<file path="config.mk">
export PLATFORM = sky130hd
export DESIGN_NAME = wb_pipe
export DESIGN_NICKNAME = d
export VERILOG_FILES = /design/src/rtl/wb_pkg.sv /design/src/rtl/wb_src_mux.sv /design/src/rtl/wb_pipe.sv
export SDC_FILE = /design/constraint.sdc
export NUM_CORES = 1
export LEC_CHECK = 0
export BUFFER_PORTS_ARGS = -buffer_cell sky130_fd_sc_hd__clkbuf_2
export CORE_MARGIN = 4
export CORE_UTILIZATION = 36
export CTS_BUF_LIST = sky130_fd_sc_hd__clkbuf_2
export DETAILED_ROUTE_END_ITERATION = 8
export PLACE_DENSITY = 0.78
export SYNTH_ARGS = -nofsm -noshare
export SYNTH_HDL_FRONTEND = slang
export SYNTH_SLANG_ARGS = --single-unit
export TNS_END_PERCENT = 20
</file>
<file path="constraint.sdc">
create_clock -name clk -period 1.8 [get_ports clk]
set_input_delay 0.36 -clock clk [delete_from_list [all_inputs] [get_ports clk]]
set_output_delay 0.36 -clock clk [all_outputs]
set_load 0.02 [all_outputs]
</file>
<file path="src/rtl/wb_pkg.sv">
// Shared definitions for the write-back stage: source indices, FSM state
// type and default widths.
package wb_pkg;

  // Write-data source indices in the default four-source ordering
  localparam int SRC_PC2 = 32'sd0;
  localparam int SRC_MEM = 32'sd1;
  localparam int SRC_ALU = 32'sd2;
  localparam int SRC_CMP = 32'sd3;

  // Default widths
  localparam int DEF_DATA_W = 32'sd16;
  localparam int DEF_NSRC   = 32'sd4;
  localparam int DEF_REG_AW = 32'sd3;
  localparam int DEF_CNT_W  = 32'sd32;

  // Halt sequencing: RUN until a valid HALT reaches WB, one settling
  // cycle, then parked until reset
  typedef enum logic [1:0] {
    RUN       = 2'd0,
    HALT_SEEN = 2'd1,
    HALTED    = 2'd2
  } wb_state_t;

endpackage

</file>
<file path="src/rtl/wb_src_mux.sv">
// NSRC-way write-data selector. Source k lives at bits [k*DATA_W +: DATA_W];
// a select value with no matching source falls back to source 0.
module wb_src_mux
  import wb_pkg::*;
#(
  parameter int DATA_W = DEF_DATA_W,
  parameter int NSRC   = DEF_NSRC,
  parameter int SEL_W  = $clog2(NSRC)
) (
  input  logic [SEL_W-1:0]       sel,
  input  logic [NSRC*DATA_W-1:0] src,
  output logic [DATA_W-1:0]      sel_data
);

  // Walk the sources; only an exact index match overrides the source-0 default
  always_comb begin
    sel_data = src[DATA_W-1:0];
    for (int k = 1; k < NSRC; k++) begin
      sel_data = (sel == SEL_W'(k)) ? src[k*DATA_W +: DATA_W] : sel_data;
    end
  end

endmodule

</file>
<file path="src/rtl/wb_pipe.sv">
// Write-back stage: MEM/WB pipeline register with valid/stall/flush,
// write-data select ahead of the register, exactly-once register-file
// write under stall, halt sequencing and forwarding taps.
// Optional build macro WB_RETIRE_CNT_EN adds a retired-instruction counter;
// without it retire_cnt reads constant 0.
module wb_pipe
  import wb_pkg::*;
#(
  parameter int DATA_W = DEF_DATA_W,
  parameter int NSRC   = DEF_NSRC,
  parameter int SEL_W  = $clog2(NSRC),
  parameter int REG_AW = DEF_REG_AW,
  parameter int CNT_W  = DEF_CNT_W
) (
  input  logic                   clk,
  input  logic                   rst,
  input  logic                   in_valid,
  input  logic                   stall,
  input  logic                   flush,
  input  logic [SEL_W-1:0]       RegSrc,
  input  logic [NSRC*DATA_W-1:0] src_data,
  input  logic                   in_RegWrt,
  input  logic [REG_AW-1:0]      in_WrtReg,
  input  logic                   in_halt,
  output logic [DATA_W-1:0]      WrtData,
  output logic [REG_AW-1:0]      WrtReg,
  output logic                   WrtEn,
  output logic                   fwd_valid,
  output logic [REG_AW-1:0]      fwd_reg,
  output logic [DATA_W-1:0]      fwd_data,
  output logic                   halted,
  output logic [CNT_W-1:0]       retire_cnt
);

  logic [DATA_W-1:0] sel_data_s;

  logic              wb_valid_r;
  logic [DATA_W-1:0] wb_data_r;
  logic [REG_AW-1:0] wb_reg_r;
  logic              wb_regwrt_r;
  logic              wb_halt_r;
  logic              written_r;
  wb_state_t         state_r;

  logic              run_s;

  // Source selection happens in MEM so only the chosen word is registered
  wb_src_mux #(
    .DATA_W (DATA_W),
    .NSRC   (NSRC),
    .SEL_W  (SEL_W)
  ) u_src_mux (
    .sel      (RegSrc),
    .src      (src_data),
    .sel_data (sel_data_s)
  );

  assign run_s = (state_r == RUN);

  // Halt sequencing: a valid HALT in WB moves RUN -> HALT_SEEN -> HALTED
  always_ff @(posedge clk or posedge rst) begin
    if (rst) begin
      state_r <= RUN;
    end else begin
      case (state_r)
        RUN: begin
          if (wb_valid_r && wb_halt_r) begin
            state_r <= HALT_SEEN;
          end else begin
            state_r <= RUN;
          end
        end
        HALT_SEEN: state_r <= HALTED;
        HALTED:    state_r <= HALTED;
        default:   state_r <= RUN;
      endcase
    end
  end

  // MEM/WB register: halt freezes capture, flush squashes, stall holds
  always_ff @(posedge clk or posedge rst) begin
    if (rst) begin
      wb_valid_r  <= 1'b0;
      wb_data_r   <= {DATA_W{1'b0}};
      wb_reg_r    <= {REG_AW{1'b0}};
      wb_regwrt_r <= 1'b0;
      wb_halt_r   <= 1'b0;
    end else if (!run_s) begin
      wb_valid_r  <= 1'b0;
    end else if (flush) begin
      wb_valid_r  <= 1'b0;
    end else if (stall) begin
      wb_valid_r  <= wb_valid_r;
    end else begin
      wb_valid_r  <= in_valid;
      wb_data_r   <= sel_data_s;
      wb_reg_r    <= in_WrtReg;
      wb_regwrt_r <= in_RegWrt;
      wb_halt_r   <= in_halt;
    end
  end

  // Marks the held instruction as already written/retired so a multi-cycle
  // stall produces exactly one write; any instruction held by stall is marked,
  // which for writers coincides with the cycle WrtEn was high
  always_ff @(posedge clk or posedge rst) begin
    if (rst) begin
      written_r <= 1'b0;
    end else if (!run_s) begin
      written_r <= written_r;
    end else if (flush) begin
      written_r <= 1'b0;
    end else if (stall) begin
      written_r <= written_r | wb_valid_r;
    end else begin
      written_r <= 1'b0;
    end
  end

  assign WrtData   = wb_data_r;
  assign WrtReg    = wb_reg_r;
  assign WrtEn     = wb_valid_r & wb_regwrt_r & ~wb_halt_r & ~written_r & run_s;
  assign fwd_valid = wb_valid_r & wb_regwrt_r & ~wb_halt_r;
  assign fwd_reg   = wb_reg_r;
  assign fwd_data  = wb_data_r;
  assign halted    = (state_r == HALTED);

`ifdef WB_RETIRE_CNT_EN
  logic [CNT_W-1:0] retire_cnt_r;

  // Count each instruction once, on its first cycle in WB while running
  always_ff @(posedge clk or posedge rst) begin
    if (rst) begin
      retire_cnt_r <= {CNT_W{1'b0}};
    end else if (wb_valid_r && !written_r && run_s) begin
      retire_cnt_r <= retire_cnt_r + {{(CNT_W-1){1'b0}}, 1'b1};
    end else begin
      retire_cnt_r <= retire_cnt_r;
    end
  end

  assign retire_cnt = retire_cnt_r;
`else
  assign retire_cnt = {CNT_W{1'b0}};
`endif

endmodule

</file>
Yosys cells after proc, flatten, opt, wreduce, memory -nomap -nowiden

Index checks and enable logic that the tools add are counted.

Flip-flop bits (word level): 25
Bits of input ports: 76
Output and inout port bits: 73
Logic and storage cells: 36

Equality and inequality tests: 6
Mux-type cells: 10
Bitwise logic cells: 9
Reductions and logical operators: 4

Operator list:

| cell                 | number |
|---|---|
| $mux W16             | 3 |
| $eq A2 B2 Y1 const B | 3 |
| $mux W1              | 6 |
| $and A1 B1 Y1        | 4 |
| $eq A2 B1 Y1 const B | 2 |
| $not A1 Y1           | 4 |
| $pmux W2 S2          | 1 |
| $ne A3 B3 Y1 const B | 1 |
| $reduce_and A3 Y1    | 1 |
| $logic_not A2 Y1     | 1 |
| $reduce_or A2 Y1     | 1 |
| $logic_and A1 B1 Y1  | 1 |
| $or A1 B1 Y1         | 1 |

Logic depth before layout (Yosys ltp)

Gate-level depths: netlist of run 1.

Depth after elaboration: 4
Gate-level depth with buffers: 5
Depth with buffers taken out: 4

Modules after synthesis

A second synthesis of run 1 with hierarchy kept.

Cells, all modules: 136
Area total of the unflattened synthesis: 1823.0 sq um

Modules (own cells, without submodules):

| module     | times used | cells each | area an instance (sq um) | sequential area each (sq um) |
|---|---|---|---|---|
| wb_pipe    | 1          | 116        | 1398.8                   | 625.6 |
| wb_src_mux | 1          | 20         | 424.2                    | 0.0 |

Least setup slack after synthesis of run 1

OpenSTA, ideal clock, no wires.

Path type: register to output
Start: reg state_r[0]
End: out WrtEn
Arrival time: 1.371 ns
Data required time: 1.440 ns
Path slack: 0.069 ns
Stages on the path, launching flop included: 4
Buffers on the path: 0
Path through: dfrtp_1 inv_1 ha_1 nor4b_1

Cells in the longest elaborated chain, start to end: 2

Ends and longest elaborated chain:

| what                   | RTL line       | RTL |
|---|---|---|
| from (decl)            | wb_pipe.sv:43  | `wb_state_t state_r;` |
| from (signal assigned) | wb_pipe.sv:63  | `state_r <= RUN;` |
| from (signal assigned) | wb_pipe.sv:68  | `state_r <= HALT_SEEN;` |
| from (signal assigned) | wb_pipe.sv:70  | `state_r <= RUN;` |
| $logic_not A2 Y1       | wb_pipe.sv:58  | `assign run_s = (state_r == RUN);` |
| $and A1 B1 Y1          | wb_pipe.sv:122 | `assign WrtEn = wb_valid_r & wb_regwrt_r & ~wb_halt_r & ~written_r & run_s;` |
| to (decl)              | wb_pipe.sv:27  | `output logic WrtEn,` |

No other way between the ends.

Worst setup path after layout of run 1

Ends and elaborated chain as after synthesis.

==> impl_metrics.toml, run 1 <==
[synth]
yosys-top-cells-count = "52 x buf_4, 25 x dfrtp_1, 11 x mux2_2, 10 x mux2_4, 10 x mux4_2"
syn_area_per_cell_um2 = 13.5
synth_cell_types = 21
synthArstFlopShare_pct = 100
synth_top_area_share_pct = 34.0
synthFlopType = "dfrtp_1"
ys_seq_area_share_pct = 34.0
synth_cells = 136
synth_edf_count = 0
yosys.area.top_type = "dfrtp_1"
netlist_area_um2 = 1840
synth_seq_cells = 25
synth.most_common_cell = "buf_4"
synth.top_cells.by_area = "dfrtp_1 34%, buf_4 21%, mux4_2 12%"
yosys_warnings = 0

[detailed_routing]
drt_iter0_markers = 26
via_per_inst = 4.42
met3_length_um = 400
wirelength_mm = 4.43
vias = 1357
dr.max_layer_used = "met4"
ant_nets = 0
wl_met2_mm = 2.46
met1Wirelength_mm = 1.54
dr.pass1.iters = 4
avgRoutedWirePerCell_um = 14.4
drc = 0

[global_routing]
grt_antenna_before_repair = 0
grt_pass1_wl_mm = 6.91
grt_pass1_vias = 1486
grt-ovfl-total = 0
grt_max_degree = 26
grtUsageTotal_pct = 13.9

[floorplan]
die_area_um2 = 6310
ios = 149
initial_core_util_pct = 37.9
num_rows = 25
chipHeight_um = 79.5
core-area_um2 = 4850
die_w_um = 79.5

[place]
dp_slack_ns = 0.147
gp_congestion = 0.729
io_buffers = 116
hpwl_mm = 3.71

[timing]
setup_violations = 0
rsz0062_at_grt = "true"
clock_skew_ns = 0.00202
setup_tns_ns = 0
finalHoldViolations = 0
fin_crit_sh_pct = 95.2
final_max_slew_viol_count = 0
final_critical_path_setup_slack_ns = 0.0856
hold_slack_ns = 0.206
fmax_ghz = 0.583
period_minus_slack_ns = 1.71

[final_layout]
finish.utilization_pct = 48.0
fin_nets = 320
diodes = 0
area_growth_pct = 26.7
drive_gt1_share_pct = 68.8

[pwr]
finalPower_mw = 3.08
p_leak_nw = 1.26
peakVddDrop_uv = 501
power.density_nw_per_um2 = 1320

[critical_path]
cp.arrival_ns = 1.35
worstPathRequired_ns = 1.44
crit_type = "flip-flop to output pin"
start_kind = "flip-flop"
worstPathMaxFanout = 5
cp-end-kind = "output pin"

[cts]
numClockSinks = 25
cts_buffer_depth = 2
clk_pin_slew_ns = 0.23
clock_latency_ns = 0.33
tritoncts = "yes"
h-tree-depth = 1
cts_root_buffer = "clkbuf_2"
cts_buffers = 3

[outcome]
status = "complete, no violations"

[run]
cap_violations = 0

[worst_hold_path]
min_path_type = "input port to flip-flop"
[power breakdown]
group / internal [mW] / switching, mW
combinational: 0.788 / 1.02
sequential: 0.821 / 0.221
clock: 0.0587 / 0.164
[registers in the layout, indices dropped and copies added (netlist names)]
name	flops
WrtData	16
wb_regwrt_r	1
wb_halt_r	1
wb_valid_r	1
state_r	2
WrtReg	3
written_r	1
[path summary, 6_finish.rpt]
kind	cells past startpoint	slack, ns	end	start
min reg2reg	1	0.56	WrtReg[1]	WrtReg[1]
max reg2reg	6	0.17	WrtData[13]	state_r[0]
min in group asynchronous	4	0.57	WrtReg[0]	rst
max	4	0.09	WrtEn	state_r[0]
max in group asynchronous	4	0.99	WrtData[13]	rst
min	2	0.21	wb_valid_r	flush
[cell usage in the layout, fill, tap and decap left out, types with 2 or more instances in the layout]
cell type	n
buf_4	9
mux4_2	10
ha_1	2
clkbuf_2	119
mux2_4	10
inv_2	2
mux2_2	11
dfrtp_1	25
a21oi_1	2
conb_1	32
mux4_1	6
[metal layers]
metal,vias to the layer above,track usage [%]
met2,83,26.2
li1,612,-
met4,0,4.47
met5,-,0
met1,660,15.1
met3,2,3.16
[per-stage QoR]
step | instance area [µm²] | std cells
5_1_grt | 2330 | 307
3_5_place_dp | 2230 | 297
6_report | 2330 | 307
2_1_floorplan | 1950 | 167
3_3_place_gp | 2230 | 297
4_1_cts | 2300 | 304
[kinds of logic after synthesis]
group / synth area share, %
mux: 36.3
fa+ha+maj: 2.04
compound gates: 0.545
other cells: 0.204
flops: 34.0
simple gates: 2.59
buf+inv: 24.3
[area by class of cell]
| class | instances | area, µm² |
|---|---|---|
| well taps | 67 | 83.8 |
| clock buffers | 4 | 20.0 |
| fillers | 464 | 2520 |
| inverters | 3 | 11.3 |
| multi-input cells | 82 | 915 |
| flip-flops and latches | 25 | 626 |
| repair buffers | 126 | 673 |
[timing repair]
item                                    CTS  global route
buffers inserted                          2             3
pin swaps                                 0             1
endpoints found under the hold margin    12             0
hold buffers                              1             0
endpoints found under the setup margin    1             1
gates resized for setup                   5             3
[critical path, stage by stage, from the launching register on]
cell and delay [ns]:
dfrtp_1 0.44, inv_2 0.08, ha_4 0.15, nor4b_4 0.18, buf_4 0.17
Power figures use the tool's default switching activity.
==> inputs of run 2 (changes only) <==
--- a/config.mk
+++ b/config.mk
@@ -5,12 +5,14 @@
 export SDC_FILE = /design/constraint.sdc
 export NUM_CORES = 1
 export LEC_CHECK = 0
+export ABC_AREA = 1
 export BUFFER_PORTS_ARGS = -buffer_cell sky130_fd_sc_hd__clkbuf_2
+export CORE_ASPECT_RATIO = 1.2
 export CORE_MARGIN = 4
-export CORE_UTILIZATION = 36
+export CORE_UTILIZATION = 38
 export CTS_BUF_LIST = sky130_fd_sc_hd__clkbuf_2
 export DETAILED_ROUTE_END_ITERATION = 8
-export PLACE_DENSITY = 0.78
+export PLACE_DENSITY = 0.79
 export SYNTH_ARGS = -nofsm -noshare
 export SYNTH_HDL_FRONTEND = slang
 export SYNTH_SLANG_ARGS = --single-unit
==> run 2 against run 1 <==
Effect of this change: design area rose by 6.2%; wire length rose by 15%; total power fell by 4.6%; setup slack got worse by 0.0023 ns; critical path type unchanged; largest power group unchanged.
==> impl_metrics.toml, run 2 <==
[global_routing]
grt_antenna_before_repair = 0
gr-usage-met3_pct = 0.909
grt_pass1_vias = 1919
use_met2_pct = 25.5
busiest_layer = "met2"
grt_pass1_wl_mm = 7.94
grt_max_degree = 39
met1_usage_pct = 19.2
grt-ovfl-total = 0
grtUsageTotal_pct = 14.8

[cts]
clock_latency_ns = 0.34
cts_root_buffer = "clkbuf_2"
h-tree-depth = 1
tritoncts = "yes"
cts_buffers = 3
numClockSinks = 25
cts_buffer_depth = 2
clk_pin_slew_ns = 0.23

[timing]
slew_headroom_pct = 63.8
worstMarginPinSlew_ns = 0.542
period_minus_slack_ns = 1.72
fmax_ghz = 0.582
setup_tns_ns = 0
final_max_slew_viol_count = 0
fin_crit_sh_pct = 95.4
hold_slack_ns = 0.214
clock_skew_ns = 0.0127
setup_violations = 0
final_critical_path_setup_slack_ns = 0.0832
finalHoldViolations = 0

[floorplan]
die_area_um2 = 6680
chipHeight_um = 88.7
initial_core_util_pct = 39.2
core-area_um2 = 5260
die_w_um = 75.3
ios = 149
num_rows = 29

[final_layout]
largest_reg_flops = 16
area_growth_pct = 19.8
mostFrequentLayoutCells = "118 x clkbuf_2, 90 x nand2_1, 39 x nand3_1"
diodes = 0
fillers = 565
drive_gt1_share_pct = 32.9
fin_nets = 490
mostFrequentLayoutCell = "clkbuf_2"
multi_input_area_um2 = 952
area.sequential_um2 = 626
stdcell_count = 472

[synth]
yosys-top-cells-count = "90 x nand2_1, 55 x buf_4, 39 x nand3_1, 34 x inv_1, 34 x nor2_1"
synthFlopType = "dfrtp_1"
ys_seq_area_share_pct = 30.3
synth_edf_count = 0
synth.top_cells.by_area = "dfrtp_1 30%, buf_4 20%, nand2_1 16%"
syn_area_per_cell_um2 = 6.55
synth_top_area_share_pct = 30.3
yosys_warnings = 0
netlist_area_um2 = 2060
synth_seq_cells = 25
synth_cells = 315
yosys.area.top_type = "dfrtp_1"
synth_cell_types = 18
synthArstFlopShare_pct = 100
synth.most_common_cell = "nand2_1"

[pwr]
power.density_nw_per_um2 = 1190
peakVddDrop_uv = 380
p_leak_nw = 1.64
finalPower_mw = 2.94

[critical_path]
cp.arrival_ns = 1.36
start_kind = "flip-flop"
crit_type = "flip-flop to output pin"
worstPathMaxFanout = 3
critPathSlowestCell = "dfrtp_1"
max_stage_delay_ns = 0.43
crit_chain = "inv_2, ha_2, inv_1, nor3_2, buf_4"
cp-end-kind = "output pin"
worstPathRequired_ns = 1.44

[detailed_routing]
wirelength_mm = 5.11
vias = 2035
drt_iter0_markers = 69
via_per_inst = 4.31
drc = 0
ant_nets = 0
dr.pass1.iters = 4
avgRoutedWirePerCell_um = 10.8

[run]
cap_violations = 0

[place]
dp_slack_ns = 0.371
io_buffers = 116
gp_congestion = 0.813
dp.cells = 464
hpwl_mm = 4.23

[worst_hold_path]
min_path_type = "input port to flip-flop"

[outcome]
status = "complete, no violations"
==> run 2: critical path: cells and delay by family, from the launching register on <==
family | cells | cell delay [ns]
flip-flops | 1 | 0.43
buffers and inverters | 3 | 0.30
adder cells (fa/ha/maj) | 1 | 0.18
AND/OR/NAND/NOR | 1 | 0.11
==> run 2: repair_timing <==
action | in CTS | in global routing
pin swaps | 2 | 1
hold endpoints to repair | 14 | 0
setup buffers | 3 | 0
resized for setup | 2 | 3
setup endpoints to repair | 1 | 1
hold buffers | 1 | 0
==> run 2: cell type report <==
| type | instances | share of cell area [%] |
|---|---|---|
| multi-input combinational | 221 | 38.5 |
| timing repair buffer | 125 | 26.9 |
| sequential | 25 | 25.3 |
| inverter | 35 | 5.31 |
| tap | 62 | 3.14 |
| clock buffer | 3 | 0.607 |
| clock inverter | 1 | 0.202 |
==> run 2: per-stage QoR <==
step                      util, %  cell area, µm²
final                        47.0            2470
after CTS                    46.9            2470
after floorplan                 -            2180
after global placement       45.8            2410
after global routing         47.0            2470
after detailed placement     45.8            2410
==> run 2: logic make-up after synthesis <==
logic type	Yosys count	share of synthesized area (%)
DFF	25	30.3
AOI/OAI and AO/OA	18	4.36
buffers and inverters	100	29.6
adders and majority gates	3	1.82
other	1	0.182
and+or+nand+nor	168	33.8
==> run 2: report_power, final <==
group	leakage, nW	internal (mW)	total, mW	switching (mW)
Combinational	1.32	0.578	1.71	1.13
Clock	0.0164	0.0504	0.210	0.159
Sequential	0.310	0.809	1.01	0.204
Total	1.64	1.44	2.94	1.50
==> run 2: final timing paths <==
kind / depth (start not counted) / slack [ns] / endpoint / startpoint
worst max-delay path: 5 / 0.08 / WrtEn / state_r[0]
worst min-delay path: 3 / 0.21 / WrtReg[2] / in_WrtReg[2]
worst max register to register: 9 / 0.31 / WrtData[8] / state_r[0]
worst min register to register: 2 / 0.52 / wb_regwrt_r / wb_regwrt_r
max in group asynchronous: 4 / 1.00 / state_r[0] / rst
min in group asynchronous: 4 / 0.55 / WrtData[6] / rst
==> run 2: routing by layer <==
layer	wire [µm]	vias to the layer above
met4	54	0
met2	2570	86
met3	380	4
met1	2110	883
met5	0	-
li1	-	1062
